<file path="src/rtl/mem_data_lsu.sv">
// Load/store unit between the core MEM stage and a big-endian, word-wide data RAM port.
// Sub-word stores are read-modify-write; every RAM write gets a registered setup/strobe/hold pulse.
module mem_data_lsu #(
    parameter int unsigned MEM_BYTES = 100
) (
    input  logic        clk,
    input  logic        rst,
    input  logic        req_valid,
    output logic        req_ready,
    input  logic        req_we,
    input  logic [1:0]  req_size,
    input  logic        req_unsigned,
    input  logic [31:0] req_addr,
    input  logic [31:0] req_wdata,
    output logic        resp_valid,
    input  logic        resp_ready,
    output logic [31:0] resp_rdata,
    output logic        resp_err,
    output logic [31:0] addr_bus,
    output logic [31:0] write_data_bus,
    output logic        write_signal,
    input  logic [31:0] read_data_bus
);

    typedef enum logic [2:0] {
        IDLE,
        READ,
        SETUP,
        STROBE,
        HOLD,
        RESP
    } state_t;

    localparam logic [31:0] LastAddr = 32'(MEM_BYTES - 4);

    state_t      state_q, state_d;
    logic        we_q, we_d;
    logic [1:0]  size_q, size_d;
    logic        uns_q, uns_d;
    logic [15:0] wdata_q, wdata_d;
    logic [31:0] addr_q, addr_d;
    logic [31:0] wbus_q, wbus_d;
    logic        wsig_q;
    logic [31:0] rdata_q, rdata_d;
    logic        err_q, err_d;
    logic [31:0] load_value;

    // The addressed byte/half sits in the top bits of the RAM word (big-endian).
    always_comb begin
        load_value = read_data_bus;
        case (size_q)
            2'b00:   load_value = {{24{~uns_q & read_data_bus[31]}}, read_data_bus[31:24]};
            2'b01:   load_value = {{16{~uns_q & read_data_bus[31]}}, read_data_bus[31:16]};
            default: load_value = read_data_bus;
        endcase
    end

    always_comb begin
        state_d = state_q;
        we_d    = we_q;
        size_d  = size_q;
        uns_d   = uns_q;
        wdata_d = wdata_q;
        addr_d  = addr_q;
        wbus_d  = wbus_q;
        rdata_d = rdata_q;
        err_d   = err_q;
        case (state_q)
            IDLE: begin
                if (req_valid) begin
                    we_d    = req_we;
                    size_d  = req_size;
                    uns_d   = req_unsigned;
                    wdata_d = req_wdata[15:0];
                    rdata_d = '0;
                    if (req_size == 2'b11 || req_addr > LastAddr) begin
                        err_d   = 1'b1;
                        state_d = RESP;
                    end else begin
                        err_d  = 1'b0;
                        addr_d = req_addr;
                        if (req_we && req_size == 2'b10) begin
                            wbus_d  = req_wdata;
                            state_d = SETUP;
                        end else begin
                            state_d = READ;
                        end
                    end
                end
            end
            READ: begin
                if (we_q) begin
                    wbus_d  = (size_q == 2'b00) ? {wdata_q[7:0], read_data_bus[23:0]}
                                                : {wdata_q[15:0], read_data_bus[15:0]};
                    state_d = SETUP;
                end else begin
                    rdata_d = load_value;
                    state_d = RESP;
                end
            end
            SETUP:  state_d = STROBE;
            STROBE: state_d = HOLD;
            HOLD:   state_d = RESP;
            RESP: begin
                if (resp_ready) begin
                    rdata_d = '0;
                    err_d   = 1'b0;
                    state_d = IDLE;
                end
            end
            default: state_d = IDLE;
        endcase
    end

    // Strobe is registered from the next state so it is glitch-free and aligned with STROBE.
    always_ff @(posedge clk or posedge rst) begin
        if (rst) begin
            state_q <= IDLE;
            we_q    <= 1'b0;
            size_q  <= 2'b00;
            uns_q   <= 1'b0;
            wdata_q <= '0;
            addr_q  <= '0;
            wbus_q  <= '0;
            wsig_q  <= 1'b0;
            rdata_q <= '0;
            err_q   <= 1'b0;
        end else begin
            state_q <= state_d;
            we_q    <= we_d;
            size_q  <= size_d;
            uns_q   <= uns_d;
            wdata_q <= wdata_d;
            addr_q  <= addr_d;
            wbus_q  <= wbus_d;
            wsig_q  <= (state_d == STROBE);
            rdata_q <= rdata_d;
            err_q   <= err_d;
        end
    end

    assign req_ready      = (state_q == IDLE);
    assign resp_valid     = (state_q == RESP);
    assign resp_rdata     = rdata_q;
    assign resp_err       = err_q;
    assign addr_bus       = addr_q;
    assign write_data_bus = wbus_q;
    assign write_signal   = wsig_q;

endmodule

</file>
<file path="config.mk">
export PLATFORM = sky130hd
export DESIGN_NAME = mem_data_lsu
export DESIGN_NICKNAME = d
export VERILOG_FILES = /design/src/rtl/mem_data_lsu.sv
export SDC_FILE = /design/constraint.sdc
export NUM_CORES = 1
export LEC_CHECK = 0
export BUFFER_PORTS_ARGS = -buffer_cell sky130_fd_sc_hd__buf_2
export CAP_MARGIN = 25
export CORE_MARGIN = 2
export CORE_UTILIZATION = 35
export DETAILED_ROUTE_END_ITERATION = 10
export HOLD_SLACK_MARGIN = 0.03
export MAX_ROUTING_LAYER = met4
export PLACE_DENSITY = 0.68
export SLEW_MARGIN = 20
export SYNTH_ARGS = -nofsm -noshare
export SYNTH_HDL_FRONTEND = slang
export SYNTH_SLANG_ARGS = --single-unit
export TNS_END_PERCENT = 10
</file>
<file path="constraint.sdc">
create_clock -name clk -period 4.8 [get_ports clk]
set_clock_uncertainty 0.1 [all_clocks]
set_input_delay 1.2 -clock clk [delete_from_list [all_inputs] [get_ports clk]]
set_output_delay 1.2 -clock clk [all_outputs]
set_load 0.1 [all_outputs]
</file>
==> results.md <==
Setup path:
- The data arrival time of the critical path is 3.43 ns.
- In this run the critical register-to-register path is captured at resp_rdata[21]$_DFFE_PP0P_.
- The startpoint of the most critical register-to-register path is state_q[2]$_DFF_PP0_.
- Setup slack on the worst reg-to-reg path comes out at 2.18 ns.
- The last element of the critical path is write_data_bus[31]$_DFFE_PP0P_.
- Data on the critical path is required at its endpoint by 5.00 ns.
- STA classifies the critical path endpoint as a flop.
- Walking the worst path, the cells encountered are buf_2 > or3_1 > o311a_4 > nor4_4 > a41oi_4 > buf_4 > mux2_4.
- The category of the most critical setup path is in2reg.
- The slowest cell on the critical path is or3_1.
- The largest fanout of any net on the critical path is 19.
- On the worst path, the slowest cell contributes a delay of 0.38 ns.
- For the worst flop-to-flop path, the logic depth is 4.
- The type of origin of the critical path is an input port.
- The critical path starts at req_addr[0].

CTS:
- Counting the buffers created by CTS gives 17.
- TritonCTS built the clock tree.
- The tree built by TritonCTS fans out to 121 sinks.
- The maximum clock path buffer count is 2.
- The post-cts gate resize count is 0.
- After clock tree synthesis, the flow added hold-fix buffers numbering 0.
- At the later pin of the worst-skew pair, clock insertion delay measures 0.41 ns.
- The number of setup buffers added after CTS is 0.
- The root buffer cell chosen for the clock tree is clkbuf_16.
- The H-tree was split into 4 levels.
- The CTS clock-pin slew for the worst setup and hold paths is 0.05 ns.

Synth:
- The net count after synthesis is 654.
- The count of unique library cells instantiated by Yosys is 37.
- During synthesis, Yosys emitted a total of 0 warnings.
- The share of the yosys chip area belonging to registers is 0.544.
- Among all flip-flop cells after synthesis, the most frequent one is dfrtp_1.
- The synthesized netlist occupies a cell area of 5570 µm².
- The synthesized design spends more area on one cell type than any other, namely dfrtp_1.
- Synthesis inferred 121 register bits.
- The area share of the largest cell type after synthesis is 0.544.
- The average instance area after synthesis is 10.1 µm².
- The share of synthesized registers carrying an async set or reset is 1.00.
- By area the synthesized netlist is led by dfrtp_1 (54%), nand2_1 (11%), mux2_2 (7.5%), nor2b_1 (5.3%), mux2i_1 (4.3%).
- The count of flip-flops with a built-in enable after synthesis is 0.
- The post-synthesis instance total is 550.

Global routing:
- The overall track demand over capacity in global routing is 0.205.
- The number of antenna violations at the first check in global routing is 2.
- The via count of the first global-routing pass came to 4539.
- Entering global routing, the biggest net connects 122 pins.
- Global routing finished with a remaining overflow of 0.
- The first global-routing pass estimated 25.2 mm of wire.

STA:
- The final worst hold slack is 0.372 ns.
- The clock period could shrink to 3.23 ns.
- Setup repair after global routing left no endpoint under its margin.
- The count of endpoints failing hold in the final timing report is 0.
- After routing, the total negative slack on setup checks comes to 0 ns.
- The final period utilization is 0.672.
- Setup violations remaining at the end of the flow were counted as 0.
- The worst slew margin relative to its limit is 0.422.
- The max-slew violation total from the final report is 0.
- At the pin with the least slew margin, the transition time is 0.863 ns.
- Based on the critical path, the design can be clocked at up to 310 MHz.

Routing:
- For this block, wires on met1 add up to 7.83 mm.
- The total wire length is 16.2 mm.
- The first detailed-routing pass took 5 iterations.
- The vias after detailed routing is 4583.
- The average routed wire per standard cell is 16.7 µm.
- The top routing layer in use is met4.
- The first routing iteration left 333 violations.
- The total DRC errors in the routed layout is 0.
- The amount of wire on met2 after detailed routing is 7.45 mm.
- Dividing the detail-routed via count by the number of cells gives 4.72.
- In the detailed route, the total length drawn on met3 is 614 µm.
- The remaining antenna violation count is 0.

Status:
- The run finished with clean final reports.

Worst hold path:
- The worst hold-check path type is reg2reg.

Floorplanning:
- The die span in x is 130 µm.
- The placeable core region is 15700 µm².
- The area of the die is 16900 µm².
- The number of primary I/O pins is 204.
- The floorplan row count is 46.
- For this configuration, the core starts out at a cell density of 0.354.
- In this run the vertical extent of the chip is 130 µm.

Run:
- The reported max-cap violation count is 0.

Placed design:
- The weighted congestion at the end of routability-driven global placement is 0.783.
- Port buffering added 203 buffers.
- The estimated wirelength of the detail-placed design is 11.7 mm.
- The instance area at placement is 6780 µm².

Finish:
- The number of filler cells placed in the layout is 1524.
- The fraction of final layout cells sized beyond drive strength 1 is 0.383.
- The area growth from synthesis to layout is 32.9%.
- The area of all placed cells without fillers is 7400 µm².
- The net count reported at finish is 846.
==> synth_stat cells (all sizes together) (2+ instances only) <==
master,count
mux2i,24
clkbuf,31
o41ai,7
o21ai,24
dfrtp,121
a21oi,18
buf,7
and2,2
inv,4
nor2,15
o31ai,25
nand2,159
nor2b,47
nor4,7
nor3,3
mux2,40
nand2b,2
==> kinds of logic (layout without fill, tap and decap cells) <==
group	count (synthesis)	after routing	synth area share
simple gates	240	240	0.195
buf+inv	42	246	0.0328
other cells	0	2	0
xor+xnor	1	1	0.00157
flops	121	121	0.544
mux	64	64	0.126
compound gates	82	82	0.100
==> state kept, by name, summed over array words and instances, names as in the netlist <==
| register | cells |
|---|---|
| write_data_bus | 32 |
| resp_err | 1 |
| we_q | 1 |
| uns_q | 1 |
| state_q | 3 |
| write_signal | 1 |
| addr_bus | 32 |
| resp_rdata | 32 |
| size_q | 2 |
| wdata_q | 16 |
==> routing by layer <==
| layer | track usage | up-vias |
|---|---|---|
| li1 | - | 2241 |
| met1 | 0.285 | 2199 |
| met2 | 0.297 | 122 |
| met3 | 0.0340 | 21 |
| met4 | 0.0898 | 0 |
| met5 | - | - |
==> placed cells by master (no fill, tap or decap), types with 2 or more instances in the layout <==
cell type,netlist,layout
buf_2,2,203
nand2_1,159,158
dfrtp_1,121,121
nor2b_1,47,47
mux2_2,37,37
o31ai_1,25,25
mux2i_1,24,24
o21ai_0,23,23
a21oi_1,18,18
clkbuf_16,0,17
nor2_1,15,14
o41ai_1,7,7
buf_4,0,6
nor4_1,5,5
clkbuf_8,0,4
clkinv_2,0,4
nor3_1,3,3
inv_1,4,3
mux2_4,3,3
bufinv_16,0,3
diode_2,0,2
nand2b_1,2,2
nor4_4,1,2
and2_1,2,2
clkbuf_1,31,2
==> worst max-delay path, delay by kind of cell <==
| family | cells | cell delay (ns) |
|---|---|---|
| buffers and inverters | 2 | 0.45 |
| AND/OR/NAND/NOR | 2 | 0.75 |
| AO/OA/AOI/OAI | 2 | 0.69 |
| multiplexers | 1 | 0.32 |
==> worst min-delay path by stage <==
stage	cells past startpoint	startpoint	to
finish	2	resp_rdata[24]$_DFFE_PP0P_	resp_rdata[24]$_DFFE_PP0P_
global route	2	resp_rdata[10]$_DFFE_PP0P_	resp_rdata[10]$_DFFE_PP0P_
CTS	2	resp_rdata[10]$_DFFE_PP0P_	resp_rdata[10]$_DFFE_PP0P_
detailed placement	2	resp_rdata[10]$_DFFE_PP0P_	resp_rdata[10]$_DFFE_PP0P_
global placement	2	resp_rdata[10]$_DFFE_PP0P_	resp_rdata[10]$_DFFE_PP0P_
floorplan	2	wdata_q[10]$_DFFE_PP0P_	wdata_q[10]$_DFFE_PP0P_
==> layout make-up <==
| cell class | count | area (µm²) | area share |
|---|---|---|---|
| multi-input combinational | 387 | 2380 | 0.322 |
| clock inverter | 8 | 118 | 0.0159 |
| timing repair buffer | 211 | 1090 | 0.148 |
| tap | 216 | 270 | 0.0365 |
| sequential | 121 | 3030 | 0.409 |
| clock buffer | 23 | 488 | 0.0660 |
| antenna | 2 | 5.00 | 0.000676 |
| inverter | 4 | 17.5 | 0.00237 |
==> per-stage QoR <==
stage                     setup WS (ns)   util  instances
final                              1.57  0.471        972
after global routing               1.48  0.471        972
after CTS                          1.57  0.470        969
after detailed placement           1.14  0.431        938
after global placement             1.15  0.431        938
after floorplan                   0.286      -        550
Power is not shown: default switching activity piles up to over one toggle a cycle in this logic, so the estimate is an artifact.
